## src/rtl/motion_alarm_pkg.sv

```systemverilog
// motion_alarm_pkg: shared state encoding and width helpers
// for the debounced motion alarm controller.
package motion_alarm_pkg;

  typedef enum logic [1:0] {
    DISARMED = 2'd0,
    ARMED    = 2'd1,
    PENDING  = 2'd2,
    ALARM    = 2'd3
  } state_e;

  localparam int STATE_W = 2;

  // Bits needed to hold 0..max_val; never less than one bit.
  function automatic int width_of(input int max_val);
    if (max_val < 1) return 1;
    return $clog2(max_val + 1);
  endfunction

endpackage

```

## src/rtl/motion_alarm_if.sv

```systemverilog
// motion_alarm_if: sensor/control inputs and alarm/status
// outputs of the motion alarm controller.
interface motion_alarm_if #(
  parameter int N_SENSORS = 3
);
  localparam int AW =
    motion_alarm_pkg::width_of(N_SENSORS);

  logic [N_SENSORS-1:0] m;
  logic                 arm;
  logic                 disarm;
  logic                 A;
  logic [1:0]           state;
  logic [AW-1:0]        active_cnt;
  logic [N_SENSORS-1:0] trip_mask;

  modport master (
    output m, arm, disarm,
    input  A, state, active_cnt, trip_mask
  );

  modport slave (
    input  m, arm, disarm,
    output A, state, active_cnt, trip_mask
  );

endinterface

```

## src/rtl/motion_alarm_ctrl_debounce.sv

```systemverilog
// sensor_debounce: saturating run-length counter; deb is high
// once raw has been high for DEBOUNCE consecutive edges.
module sensor_debounce
  import motion_alarm_pkg::*;
#(
  parameter int DEBOUNCE = 4
) (
  input  logic clk,
  input  logic rst_n,
  input  logic raw,
  output logic deb
);
  localparam int CW = width_of(DEBOUNCE);
  localparam logic [CW-1:0] MAX = CW'(DEBOUNCE);

  logic [CW-1:0] cnt_q, cnt_d;

  // Count consecutive high samples, saturate, clear on low.
  always_comb begin
    cnt_d = cnt_q;
    if (!raw)
      cnt_d = '0;
    else if (cnt_q != MAX)
      cnt_d = cnt_q + 1'b1;
  end

  // Run-length register.
  always_ff @(posedge clk or negedge rst_n) begin
    if (!rst_n) cnt_q <= '0;
    else        cnt_q <= cnt_d;
  end

  assign deb = (cnt_q == MAX);

endmodule

```

## src/rtl/motion_alarm_ctrl.sv

```systemverilog
// motion_alarm_ctrl: debounced N-sensor alarm with threshold
// trip, entry-delay countdown and latched alarm output.
module motion_alarm_ctrl
  import motion_alarm_pkg::*;
#(
  parameter int N_SENSORS = 3,
  parameter int THRESH    = 2,
  parameter int DEBOUNCE  = 4,
  parameter int ENTRY_DLY = 16
) (
  input logic           clk,
  input logic           rst_n,
  motion_alarm_if.slave bus
);
  localparam int AW = width_of(N_SENSORS);
  localparam int TW = width_of(ENTRY_DLY);
  localparam logic [AW-1:0] THR = AW'(THRESH);
  localparam logic [TW-1:0] DLY = TW'(ENTRY_DLY);
  localparam logic [TW-1:0] ONE = TW'(1);

  logic [N_SENSORS-1:0] deb;
  logic [AW-1:0]        cnt_q, cnt_d;
  state_e               state_q, state_d;
  logic [TW-1:0]        timer_q, timer_d;
  logic [N_SENSORS-1:0] mask_q, mask_d;
  logic                 a_q, a_d;
  logic                 trip;

  for (genvar i = 0; i < N_SENSORS; i++) begin : g_deb
    sensor_debounce #(
      .DEBOUNCE(DEBOUNCE)
    ) u_deb (
      .clk  (clk),
      .rst_n(rst_n),
      .raw  (bus.m[i]),
      .deb  (deb[i])
    );
  end

  // Population count of debounced sensors.
  always_comb begin
    cnt_d = '0;
    for (int i = 0; i < N_SENSORS; i++)
      cnt_d = cnt_d + AW'(deb[i]);
  end

  assign trip = (cnt_q >= THR);

  // Next state; disarm overrides everything.
  always_comb begin
    state_d = state_q;
    timer_d = timer_q;
    mask_d  = mask_q;
    if (bus.disarm) begin
      state_d = DISARMED;
      timer_d = '0;
      mask_d  = '0;
    end else begin
      unique case (state_q)
        DISARMED: begin
          if (bus.arm) state_d = ARMED;
        end
        ARMED: begin
          if (trip) begin
            mask_d = deb;
            if (ENTRY_DLY == 0) begin
              state_d = ALARM;
            end else begin
              state_d = PENDING;
              timer_d = DLY;
            end
          end
        end
        PENDING: begin
          if (timer_q <= ONE)
            state_d = ALARM;
          else
            timer_d = timer_q - 1'b1;
        end
        ALARM: begin
          state_d = ALARM;
        end
        default: begin
          state_d = DISARMED;
        end
      endcase
    end
    a_d = (state_d == ALARM);
  end

  // State, timer, snapshot and alarm registers.
  always_ff @(posedge clk or negedge rst_n) begin
    if (!rst_n) begin
      state_q <= DISARMED;
      timer_q <= '0;
      mask_q  <= '0;
      a_q     <= 1'b0;
      cnt_q   <= '0;
    end else begin
      state_q <= state_d;
      timer_q <= timer_d;
      mask_q  <= mask_d;
      a_q     <= a_d;
      cnt_q   <= cnt_d;
    end
  end

  assign bus.A          = a_q;
  assign bus.state      = state_q;
  assign bus.active_cnt = cnt_q;
  assign bus.trip_mask  = mask_q;

endmodule

```

## src/flat_wrapper.sv

```systemverilog
// flat-port wrapper written by rule: the top's interface ports become plain ports
module motion_alarm_ctrl_flat import motion_alarm_pkg::*;
#(
  parameter int N_SENSORS = 3,
  parameter int THRESH    = 2,
  parameter int DEBOUNCE  = 4,
  parameter int ENTRY_DLY = 16
)
  (clk, rst_n, bus_m, bus_arm, bus_disarm, bus_A, bus_state, bus_active_cnt, bus_trip_mask);
  motion_alarm_if #(.N_SENSORS(N_SENSORS)) bus_i ();
  input logic clk;
  input logic rst_n;
  input wire logic [$bits(bus_i.m)-1:0] bus_m;
  input wire logic [$bits(bus_i.arm)-1:0] bus_arm;
  input wire logic [$bits(bus_i.disarm)-1:0] bus_disarm;
  output wire logic [$bits(bus_i.A)-1:0] bus_A;
  output wire logic [$bits(bus_i.state)-1:0] bus_state;
  output wire logic [$bits(bus_i.active_cnt)-1:0] bus_active_cnt;
  output wire logic [$bits(bus_i.trip_mask)-1:0] bus_trip_mask;
  assign bus_i.m = bus_m;
  assign bus_i.arm = bus_arm;
  assign bus_i.disarm = bus_disarm;
  assign bus_A = bus_i.A;
  assign bus_state = bus_i.state;
  assign bus_active_cnt = bus_i.active_cnt;
  assign bus_trip_mask = bus_i.trip_mask;
  motion_alarm_ctrl #(.N_SENSORS(N_SENSORS), .THRESH(THRESH), .DEBOUNCE(DEBOUNCE), .ENTRY_DLY(ENTRY_DLY)) u_core (.clk(clk), .rst_n(rst_n), .bus(bus_i));
endmodule
```

## config.mk

```make
export PLATFORM = sky130hd
export DESIGN_NAME = motion_alarm_ctrl_flat
export DESIGN_NICKNAME = d
export VERILOG_FILES = /design/src/rtl/motion_alarm_pkg.sv /design/src/rtl/motion_alarm_if.sv /design/src/rtl/motion_alarm_ctrl_debounce.sv /design/src/rtl/motion_alarm_ctrl.sv /design/src/flat_wrapper.sv
export SDC_FILE = /design/constraint.sdc
export NUM_CORES = 1
export LEC_CHECK = 0
export BUFFER_PORTS_ARGS = -buffer_cell sky130_fd_sc_hd__buf_2
export CAP_MARGIN = 5
export CORE_ASPECT_RATIO = 1.5
export CORE_UTILIZATION = 40
export DETAILED_ROUTE_END_ITERATION = 6
export HOLD_SLACK_MARGIN = 0.02
export PLACE_DENSITY_LB_ADDON = 0.08
export SYNTH_ARGS = -nofsm -noshare
export SYNTH_HDL_FRONTEND = slang
export SYNTH_HIERARCHICAL = 1
export SYNTH_SLANG_ARGS = --single-unit
```

## constraint.sdc

```tcl
create_clock -name clk -period 1.75 [get_ports clk]
set_input_delay 0.175 -clock clk [delete_from_list [all_inputs] [get_ports clk]]
set_output_delay 0.175 -clock clk [all_outputs]
set_load 0.01 [all_outputs]
```

== Word-level counts from Yosys, hierarchy flattened ==
Index checks and enable logic that the tools add are counted.
Word-level totals
  register bits after elaboration: 22
  bits in latches: 0
  memory bits (writable): 0
  bits in read-only memories: 0
  input bits: 7
  output and inout port bits: 8
  word-level logic and storage cells: 55
  memories kept: 0
Operators by class
  add/subtract/negate cells: 6
  $mul: 0
  divide/modulo/power cells: 0
  order comparisons: 2
  equal/unequal tests: 15
  shift-type cells: 0
  mux-type cells: 18
  bitwise operators: 0
  reductions and logical operators: 6
Operators with widths (number)
  2-to-1 mux 3 bit: 9
  2-to-1 mux 5 bit: 3
  inequality test 3 bit (second input constant): 4
  one-hot mux 5 bit (2 select lines): 1
  adder 3 x 1 -> 3 bit (second input constant): 3
  equality test 3 bit (second input constant): 3
  2-to-1 mux 2 bit: 4
  one-hot mux 2 bit (4 select lines): 1
  equality test 2 bit (second input constant): 3
  inequality test 2 x 1 -> 1 bit (second input constant): 3
  less-or-equal comparator 5 x 1 -> 1 bit (second input constant): 1
  subtractor 5 x 1 -> 5 bit (second input constant): 1
  nonzero test 2 bit: 2
  inequality test 3 x 2 -> 1 bit (second input constant): 1
  AND reduction 3 bit: 1
  nonzero test 3 bit: 1
  adder 1 x 1 -> 2 bit: 1
  adder 2 x 1 -> 2 bit: 1
  equality test 2 x 1 -> 1 bit (second input constant): 1
  greater-or-equal comparator 2 bit (second input constant): 1
  zero test 2 bit: 1
  AND reduction 2 bit: 1

== Depth between registers and ports, before layout ==
Gate-level depths: netlist (run 1).
  word-level depth: 5
  mapped depth: 5
  mapped depth without buffers: 5

== Hierarchy ==
Netlist (run 1), hierarchy kept.
Modules (own cells, without submodules)
  motion_alarm_ctrl: instances 1, cells each 63, area each 655.6 um2, sequential area each 325.3 um2
  sensor_debounce: instances 3, cells each 17, area each 171.4 um2, sequential area each 75.1 um2

== Least setup slack after synthesis (run 1) ==
Ideal clock, no wire load.
  path type: register to register
  start point: register u_core.timer_q[0]
  end point: register u_core.timer_q[1]
  library setup time: 0.079 ns
  arrival time: 1.419 ns
  data required time: 1.671 ns
  setup slack: 0.251 ns
  cell stages (with the launch flop): 5
  path buffers: 0
  clock period less this slack: 1.499 ns
  path through: dfrtp_1 -> inv_1 -> ha_1 -> or4b_2 -> mux2i_1
On the way
  word-level cells in the longest chain between the ends: 4
  elaborated cells on any way between the ends: 7
  classes of those cells: add/sub (1); order compare (1); eq/ne (1); mux (3); reduce/logical (1)
RTL lines
  from (decl): line motion_alarm_ctrl.sv:24  | logic [TW-1:0] timer_q, timer_d;
  from (signal assigned): line motion_alarm_ctrl.sv:101  | timer_q <= timer_d;
  subtractor 5 x 1 -> 5 bit: line motion_alarm_ctrl.sv:78  | timer_d = timer_q - 1'b1;
  2-to-1 mux 5 bit: line motion_alarm_ctrl.sv:75  | if (timer_q <= ONE)
  one-hot mux 5 bit (2 select lines): line motion_alarm_ctrl.sv:59  | unique case (state_q)
  2-to-1 mux 5 bit: line motion_alarm_ctrl.sv:54  | if (bus.disarm) begin
Several ways; a longest one is shown, not always the timed one. The select of a mux whose other input is x is not followed.
A chain may end at the register's enable or synchronous reset.

== Worst setup path in the final report (run 1) ==
  start point: register u_core.timer_q[1]
  end point: register u_core.timer_q[0]
On the way
  word-level cells in the longest chain between the ends: 3
RTL lines (line)
  less-or-equal comparator 5 x 1 -> 1 bit: motion_alarm_ctrl.sv:75
  inequality test 3 bit (no line)
  AND reduction 3 bit (no line)
Every way passes these cells.

==> impl_metrics.py, run 1 <==
metrics = {
    "yosys": {
        "syn_area_um2": 1170,
        "synth_top_cell_area_share": 0.471,
        "synth_fa_ha_area_frac": 0.103,
        "synth_top_family_by_area": "simple AND/OR/NAND/NOR gates",
        "synth_top_cell_by_area": "dfrtp_1",
        "synth_warnings": 6,
        "synth_mux_area_frac": 0.0182,
        "synth-main-ff-cell": "dfrtp_1",
        "synthDistinctLibCells": 34,
        "synth_compound_area_frac": 0.163,
        "synth_xor_area_frac": 0,
        "synth_edf_count": 0,
        "seq_area_frac_synth": 0.471,
        "async_reset_ff_frac": 1.00,
        "syn_area_per_cell_um2": 10.3,
        "synth_fp_nets": 130,
        "syn_inst": 114,
        "post_synth_and_or_nand_nor_area_fraction": 0.198,
        "synthTopCellsByArea": "dfrtp_1 47%, ha_1 8.6%, o21ai_2 4.5%",
        "synth_most_common_cell": "dfrtp_1",
        "synth_seq_cells": 22,
        "synthTopCellsByCount": "22 x dfrtp_1, 13 x inv_1, 10 x nand2_1",
    },
    "floorplan": {
        "die_y_um": 68.2,
        "start_util": 0.428,
        "dieWidth_um": 46.2,
        "dieArea_um2": 3150,
        "core_um2": 2730,
        "row_count": 23,
        "ios": 15,
    },
    "timing": {
        "setup_ws_ns": 0.142,
        "maxSlewHeadroom": 0.678,
        "fin_crit_ns": 1.61,
        "rsz0062_at_grt": "false",
        "finClkSkew_ns": 0.000879,
        "setup_viol": 0,
        "report.final.slew_viol_count": 0,
        "clock.fmax_ghz": 0.622,
        "max_slew.worst_pin.slew_ns": 0.483,
        "hold_viol_final": 0,
        "min_period_over_period": 0.919,
        "finalSetupTns_ns": 0,
    },
    "critical_path": {
        "crit_fanout": 5,
        "timing.reg2reg.setup_slack_ns": 0.14,
        "crit_type": "flop to flop",
        "path_depth": 5,
        "required_ns": 1.90,
        "worstSetupEndpointType": "flop",
        "crit_chain": "inv_1 > ha_1 > o21bai_1 > a21oi_1 > mux2_2",
        "critPathSlowestCell": "dfrtp_1",
        "path_buf_inv": 1,
        "slowest_delay_ns": 0.38,
        "reg2reg_depth": 5,
        "cp-start-kind": "flop",
        "crit_family": "compound AO/OA/AOI/OAI gates",
        "arrival_ns": 1.75,
    },
    "power_and_ir_drop": {
        "powerDensity_nw_per_um2": 788,
        "vdd_drop_max_v": 0.000534,
        "p_leak_nw": 0.647,
    },
    "placed_design": {
        "hpwl_um": 1700,
        "place_ws_ns": 0.137,
        "gp_congestion": 0.789,
        "place.port_buffers": 14,
    },
    "cts": {
        "postCtsSetupRepairBufs": 0,
        "clk_pin_slew_ns": 0.08,
        "clock-root-buffer": "clkbuf_8",
        "clockBufferDepth": 2,
        "cts_hold_buf": 1,
        "cts_buffers": 3,
        "post_cts_resize_count": 0,
        "htree_num_levels": 1,
        "clock_latency_ns": 0.25,
        "cts_tree": "built",
        "clock-sinks": 22,
    },
    "global_route": {
        "grt_max_degree": 23,
        "grt_pass1_wl_um": 3950,
        "grt_pass1_vias": 919,
        "grt_antenna_before_repair": 0,
        "gr-total-overflow": 0,
        "grt_usage": 0.174,
    },
    "cells_and_area": {
        "ff_latch_area_um2": 551,
        "layout-drive-gt1-share": 0.258,
        "syn_to_final_growth_pct": 15.5,
        "postLayoutCoreUtil": 0.494,
        "nets": 149,
        "fillers": 286,
        "diodes": 0,
        "multi_input_area_um2": 563,
    },
    "hold_path": {
        "hold_path_depth": 3,
        "worstHoldPathType": "input pin to flop",
    },
    "drt": {
        "first_iter_violations": 25,
        "drc": 0,
        "num_vias": 885,
        "wl_per_cell_um": 13.4,
        "vias_per_cell": 5.24,
        "first_pass_iters": 4,
        "finalWirelength_um": 2270,
        "drtAntennaViolNets": 0,
    },
    "status": {
        "outcome": "completed",
    },
    "flow_run": {
        "maxCapViolations": 0,
    },
}
==> registers in the layout, summed over array words and instances (netlist names) <==
| signal | cells |
|---|---|
| u_core/bus.A | 1 |
| u_core/bus.state | 2 |
| u_core/bus.trip_mask | 3 |
| u_core/bus.active_cnt | 2 |
| u_core/g_deb.u_deb/cnt_q | 9 |
| u_core/timer_q | 5 |
==> cells in the final DEF (no fill, tap or decap), drive strengths merged, types with 2 or more instances in the layout <==
master	count
and2	3
nor2	2
nand2	10
a21oi	9
nor3	3
a31oi	3
inv	13
o21ai	9
buf	15
nand2b	4
dfrtp	22
nand4	6
clkbuf	4
ha	8
==> final timing paths <==
kind,start,end
min reg2reg,u_core/bus.trip_mask[0],u_core/bus.trip_mask[0]
max reg2reg,u_core/timer_q[1],u_core/timer_q[0]
max,u_core/timer_q[1],u_core/timer_q[0]
min,bus_m[2],u_core/g_deb[2].u_deb/cnt_q[2]
min in group asynchronous,rst_n,u_core/timer_q[3]
max in group asynchronous,rst_n,u_core/bus.trip_mask[1]
==> routing by layer <==
layer	wire (um)	up-vias	global-route usage
met5	0	-	0
met4	18	0	0.0662
met3	34	2	0.0237
met2	1210	11	0.313
met1	1010	436	0.199
li1	-	436	-
==> kinds of logic after synthesis <==
family | Yosys count
AOI/OAI and AO/OA | 28
adders and majority gates | 9
buffers and inverters | 15
DFF | 22
muxes | 2
and+or+nand+nor | 38
==> stage by stage <==
step	total power, mW	hold slack, ns	std cells	instance area (um2)
6_report	1.06	0.197	169	1350
5_1_grt	1.12	0.205	169	1350
4_1_cts	1.08	0.188	169	1350
3_5_place_dp	0.721	0.165	164	1290
3_3_place_gp	0.710	0.171	164	1290
2_1_floorplan	0.668	-0.121	114	1170
==> power breakdown <==
group	leakage (nW)	internal [mW]	total (mW)	switching, mW
combinational	0.321	0.0596	0.140	0.0809
clock	0.0288	0.200	0.355	0.155
sequential	0.298	0.539	0.569	0.0303
==> cell type report <==
class,count,share of cell area
flip-flops and latches,22,0.407
well taps,37,0.0343
inverters,13,0.0361
clock buffers,4,0.0407
repair buffers,16,0.0648
multi-input cells,77,0.417
==> tightest hold or removal path, cell delays in order <==
cell,delay [ns]
buf_2,0.13
o21ai_1,0.07
a31oi_1,0.04
Note: power is estimated with default switching activity, not from simulation.
==> inputs of run 2 (changes only) <==
==> constraint.sdc (replaced) <==
create_clock -name clk -period 1.75 [get_ports clk]
set_input_delay 0.4375 -clock clk [delete_from_list [all_inputs] [get_ports clk]]
set_output_delay 0.4375 -clock clk [all_outputs]
set_load 0.01 [all_outputs]
==> run 2 against run 1 <==
Effect of this change:
- maximum frequency rose by 0.24%
- sequential power barely moved
- final cell count did not move
- combinational power barely moved
- power rose by 11%
- core utilization rose by 0.50 points
- critical endpoint is now u_core/timer_q[1]
- largest cell class unchanged
- largest power group unchanged
==> impl_metrics.py, run 2 (same netlist as run 1, synthesis figures left out) <==
metrics = {
    "critical_path": {
        "timing.reg2reg.setup_slack_ns": 0.15,
        "crit_chain": "inv_1 > ha_1 > or4b_2 > mux2i_1",
        "arrival_ns": 1.79,
        "cp-start-kind": "flop",
        "r2r-end": "u_core/timer_q[1]",
        "crit_start": "u_core/timer_q[0]",
        "slowest_delay_ns": 0.60,
        "crit_fanout": 5,
        "worstSetupEndpointType": "flop",
        "crit_family": "simple AND/OR/NAND/NOR gates",
        "r2r_start": "u_core/timer_q[0]",
        "critPathSlowestCell": "or4b_2",
        "path_buf_inv": 1,
        "crit_type": "flop to flop",
        "required_ns": 1.93,
        "reg2reg_depth": 4,
    },
    "timing": {
        "setup_ws_ns": 0.146,
        "clock.fmax_ghz": 0.623,
        "rsz0062_at_grt": "false",
        "finClkSkew_ns": 0.00847,
        "min_period_over_period": 0.917,
        "fin_crit_ns": 1.60,
        "report.final.slew_viol_count": 0,
        "setup_viol": 0,
        "maxSlewHeadroom": 0.671,
        "hold_viol_final": 0,
        "max_slew.worst_pin.slew_ns": 0.493,
        "finalSetupTns_ns": 0,
    },
    "cts": {
        "clock-sinks": 22,
        "cts_buffers": 3,
        "postCtsSetupRepairBufs": 0,
        "clock-root-buffer": "clkbuf_8",
        "htree_num_levels": 1,
        "post_cts_resize_count": 0,
        "cts_hold_buf": 0,
        "clockBufferDepth": 2,
        "clock_latency_ns": 0.26,
        "clk_pin_slew_ns": 0.08,
        "cts_tree": "built",
    },
    "cells_and_area": {
        "layout-drive-gt1-share": 0.265,
        "largest-register": "u_core/g_deb.u_deb/cnt_q",
        "diodes": 0,
        "syn_to_final_growth_pct": 16.7,
        "fillers": 265,
        "multi_input_area_um2": 563,
        "final_common_cell": "dfrtp_1",
        "nets": 149,
        "ff_latch_area_um2": 551,
        "final_cell_mix": "22 x dfrtp_1, 14 x buf_2, 13 x inv_1",
        "largest_register_ffs": 9,
    },
    "floorplan": {
        "core_um2": 2730,
        "die_y_um": 68.2,
        "dieWidth_um": 46.2,
        "row_count": 23,
        "start_util": 0.428,
        "ios": 15,
        "dieArea_um2": 3150,
    },
    "drt": {
        "first_pass_iters": 4,
        "drc": 0,
        "wl_per_cell_um": 13.2,
        "first_iter_violations": 19,
        "num_vias": 895,
        "finalWirelength_um": 2230,
        "vias_per_cell": 5.30,
        "drtAntennaViolNets": 0,
    },
    "placed_design": {
        "place_ws_ns": 0.170,
        "place.port_buffers": 14,
        "gp_congestion": 0.816,
        "hpwl_um": 1670,
    },
    "status": {
        "outcome": "completed",
    },
    "power_and_ir_drop": {
        "powerDensity_nw_per_um2": 864,
        "vdd_drop_max_v": 0.000697,
        "power.total_mw": 1.18,
        "p_leak_nw": 0.655,
    },
    "hold_path": {
        "worstHoldPathType": "input pin to async pin",
    },
    "global_route": {
        "grt_pass1_wl_um": 3810,
        "gr-total-overflow": 0,
        "grt_usage": 0.171,
        "grt_antenna_before_repair": 0,
        "grt_pass1_vias": 872,
        "grt_max_degree": 23,
    },
    "flow_run": {
        "maxCapViolations": 0,
    },
}
## run 2: cell types whose count changed in the layout (fill, tap and decap cells not counted)
cell,previous run,this run
bufinv_16,0,1
dlygate4sd3_1,1,0
clkbuf_8,4,3
buf_4,1,2
## run 2: final cells by class
| type | count | share of cell area |
|---|---|---|
| clock buffers | 3 | 0.0302 |
| inverters | 13 | 0.0357 |
| flip-flops and latches | 22 | 0.403 |
| well taps | 37 | 0.0339 |
| clock inverters | 1 | 0.0220 |
| repair buffers | 16 | 0.0623 |
| multi-input cells | 77 | 0.412 |
## run 2: report_power, final
group / internal [mW] / leakage [nW] / switching (mW)
registers: 0.539 / 0.298 / 0.0300
logic: 0.0593 / 0.321 / 0.0803
clock network: 0.305 / 0.0357 / 0.166
## run 2: per-stage QoR
step,utilization,hold WS [ns],instance area [um2],instances
floorplan,-,0.142,1170,114
global placement,0.473,0.439,1290,165
detailed placement,0.473,0.445,1290,165
CTS,0.499,0.152,1370,169
global route,0.499,0.165,1370,169
finish,0.499,0.131,1370,169
## run 2: worst max path at each step
stage / cells past startpoint / slack [ns] / end
floorplan: 4 / 0.25 / u_core/timer_q[1]
global placement: 4 / 0.19 / u_core/timer_q[1]
detailed placement: 4 / 0.17 / u_core/timer_q[1]
CTS: 4 / 0.15 / u_core/timer_q[1]
global route: 4 / 0.07 / u_core/timer_q[1]
finish: 4 / 0.15 / u_core/timer_q[1]
## run 2: routing by layer
| layer | wire length, um | global-route usage | up-vias |
|---|---|---|---|
| met5 | 0 | 0 | - |
| met4 | 18 | 0.0772 | 0 |
| met3 | 48 | 0.0237 | 2 |
| met2 | 1170 | 0.306 | 15 |
| met1 | 992 | 0.194 | 437 |
| li1 | - | - | 441 |
==> inputs of run 3 (changes only) <==
--- a/config.mk
+++ b/config.mk
@@ -12,6 +12,7 @@
 export DETAILED_ROUTE_END_ITERATION = 6
 export HOLD_SLACK_MARGIN = 0.02
 export PLACE_DENSITY_LB_ADDON = 0.08
+export RECOVER_POWER = 25
 export SYNTH_ARGS = -nofsm -noshare
 export SYNTH_HDL_FRONTEND = slang
 export SYNTH_HIERARCHICAL = 1
==> run 3 against run 2 <==
Effect of this change:
- via count decreased by 0.11%
- final cell count unchanged
- routed wire length decreased by 0.13%
- flip-flop and latch count is the same
- cell area about the same
- clock skew is the same
- worst setup slack is the same
- sequential share of layout area about the same
- critical path depth unchanged
- combinational power hardly changed
- largest cell class unchanged
- highest routed layer unchanged
==> impl_metrics.py, run 3 (same netlist as run 1, synthesis figures left out) <==
metrics = {
    "global_route": {
        "grt_antenna_before_repair": 0,
        "grt_max_degree": 23,
        "grt_usage": 0.171,
        "grt_pass1_vias": 872,
        "grt_pass1_wl_um": 3810,
        "gr-total-overflow": 0,
    },
    "cts": {
        "cts_hold_buf": 0,
        "postCtsSetupRepairBufs": 0,
        "clock-sinks": 22,
        "post_cts_resize_count": 0,
        "clock_latency_ns": 0.26,
        "clock-root-buffer": "clkbuf_8",
        "clk_pin_slew_ns": 0.08,
        "clockBufferDepth": 2,
        "htree_num_levels": 1,
        "cts_buffers": 3,
        "cts_tree": "built",
    },
    "power_and_ir_drop": {
        "sw_frac_of_total": 0.234,
        "powerDensity_nw_per_um2": 865,
        "comb_power_share": 0.118,
        "vdd_drop_max_v": 0.000697,
        "p_clk_frac": 0.400,
        "p_leak_nw": 0.652,
        "p_int_mw": 0.903,
        "power.total_mw": 1.18,
        "seqPwrFrac": 0.482,
        "p_switching_mw": 0.276,
    },
    "timing": {
        "min_period_over_period": 0.917,
        "hold_viol_final": 0,
        "report.final.slew_viol_count": 0,
        "finClkSkew_ns": 0.00847,
        "rsz0062_at_grt": "false",
        "clock.fmax_ghz": 0.623,
        "maxSlewHeadroom": 0.214,
        "finalSetupTns_ns": 0,
        "max_slew.worst_pin.slew_ns": 1.18,
        "hold_ws_ns": 0.391,
        "fin_crit_ns": 1.60,
        "setup_viol": 0,
        "setup_ws_ns": 0.146,
    },
    "hold_path": {
        "worstHoldPathType": "input pin to async pin",
    },
    "placed_design": {
        "hpwl_um": 1670,
        "gp_congestion": 0.816,
        "place_ws_ns": 0.170,
        "place.port_buffers": 14,
    },
    "floorplan": {
        "die_y_um": 68.2,
        "row_count": 23,
        "core_um2": 2730,
        "dieWidth_um": 46.2,
        "dieArea_um2": 3150,
        "ios": 15,
        "start_util": 0.428,
    },
    "critical_path": {
        "critPathSlowestCell": "or4b_2",
        "crit_chain": "inv_1 > ha_1 > or4b_2 > mux2i_1",
        "r2r_start": "u_core/timer_q[0]",
        "crit_fanout": 5,
        "path_buf_inv": 1,
        "r2r-end": "u_core/timer_q[1]",
        "slowest_delay_ns": 0.60,
        "timing.reg2reg.setup_slack_ns": 0.15,
        "required_ns": 1.93,
        "crit_family": "simple AND/OR/NAND/NOR gates",
        "reg2reg_depth": 4,
        "cp-start-kind": "flop",
        "arrival_ns": 1.79,
        "worstSetupEndpointType": "flop",
        "crit_type": "flop to flop",
    },
    "flow_run": {
        "maxCapViolations": 0,
    },
    "cells_and_area": {
        "final_cell_mix": "22 x dfrtp_1, 13 x buf_2, 13 x inv_1",
        "syn_to_final_growth_pct": 16.6,
        "fillers": 266,
        "largest_register_ffs": 9,
        "nets": 149,
        "final_common_cell": "dfrtp_1",
        "diodes": 0,
        "largest-register": "u_core/g_deb.u_deb/cnt_q",
        "layout-drive-gt1-share": 0.258,
    },
    "drt": {
        "drc": 0,
        "first_iter_violations": 19,
        "drtAntennaViolNets": 0,
        "first_pass_iters": 4,
        "num_vias": 894,
        "finalWirelength_um": 2220,
        "wl_per_cell_um": 13.2,
        "vias_per_cell": 5.29,
    },
    "status": {
        "outcome": "completed",
    },
}
run 3: cell count changes in the layout (fill, tap and decap cells not counted), sizes merged:
cell and change:
clkbuf +1, buf -1
run 3: area by class of cell:
type / instances / area [um2] / area share
repair buffers: 16 / 83.8 / 0.0615
inverters: 13 / 48.8 / 0.0358
multi-input cells: 77 / 563 / 0.413
well taps: 37 / 46.3 / 0.0339
clock inverters: 1 / 30.0 / 0.0220
flip-flops and latches: 22 / 551 / 0.404
clock buffers: 3 / 41.3 / 0.0303
run 3: per-layer routing:
layer  part of all wire  track usage
met5                  0            0
met4             0.0081       0.0772
met3              0.022       0.0237
met2               0.52        0.306
met1               0.44        0.194
run 3: worst max-delay path by stage:
stage / slack [ns] / end / depth (start not counted) / start
floorplan: 0.25 / u_core/timer_q[1] / 4 / u_core/timer_q[0]
global placement: 0.19 / u_core/timer_q[1] / 4 / u_core/timer_q[0]
detailed placement: 0.17 / u_core/timer_q[1] / 4 / u_core/timer_q[0]
CTS: 0.15 / u_core/timer_q[1] / 4 / u_core/timer_q[0]
global route: 0.07 / u_core/timer_q[1] / 4 / u_core/timer_q[0]
finish: 0.15 / u_core/timer_q[1] / 4 / u_core/timer_q[0]
run 3: power groups by stage:
stage / Clock (mW) / Sequential [mW] / Combinational [mW]
6_report: 0.471 / 0.569 / 0.139
5_1_grt: 0.512 / 0.575 / 0.165
4_1_cts: 0.489 / 0.569 / 0.143
3_5_place_dp: 0 / 0.579 / 0.142
3_3_place_gp: 0 / 0.577 / 0.136
2_1_floorplan: 0 / 0.575 / 0.0934
run 3: metrics by stage:
step                      cells  utilization  area, um2
after floorplan             114            -       1170
after global placement      165        0.473       1290
after global routing        169        0.499       1360
final                       169        0.499       1360
after CTS                   169        0.499       1370
after detailed placement    165        0.473       1290
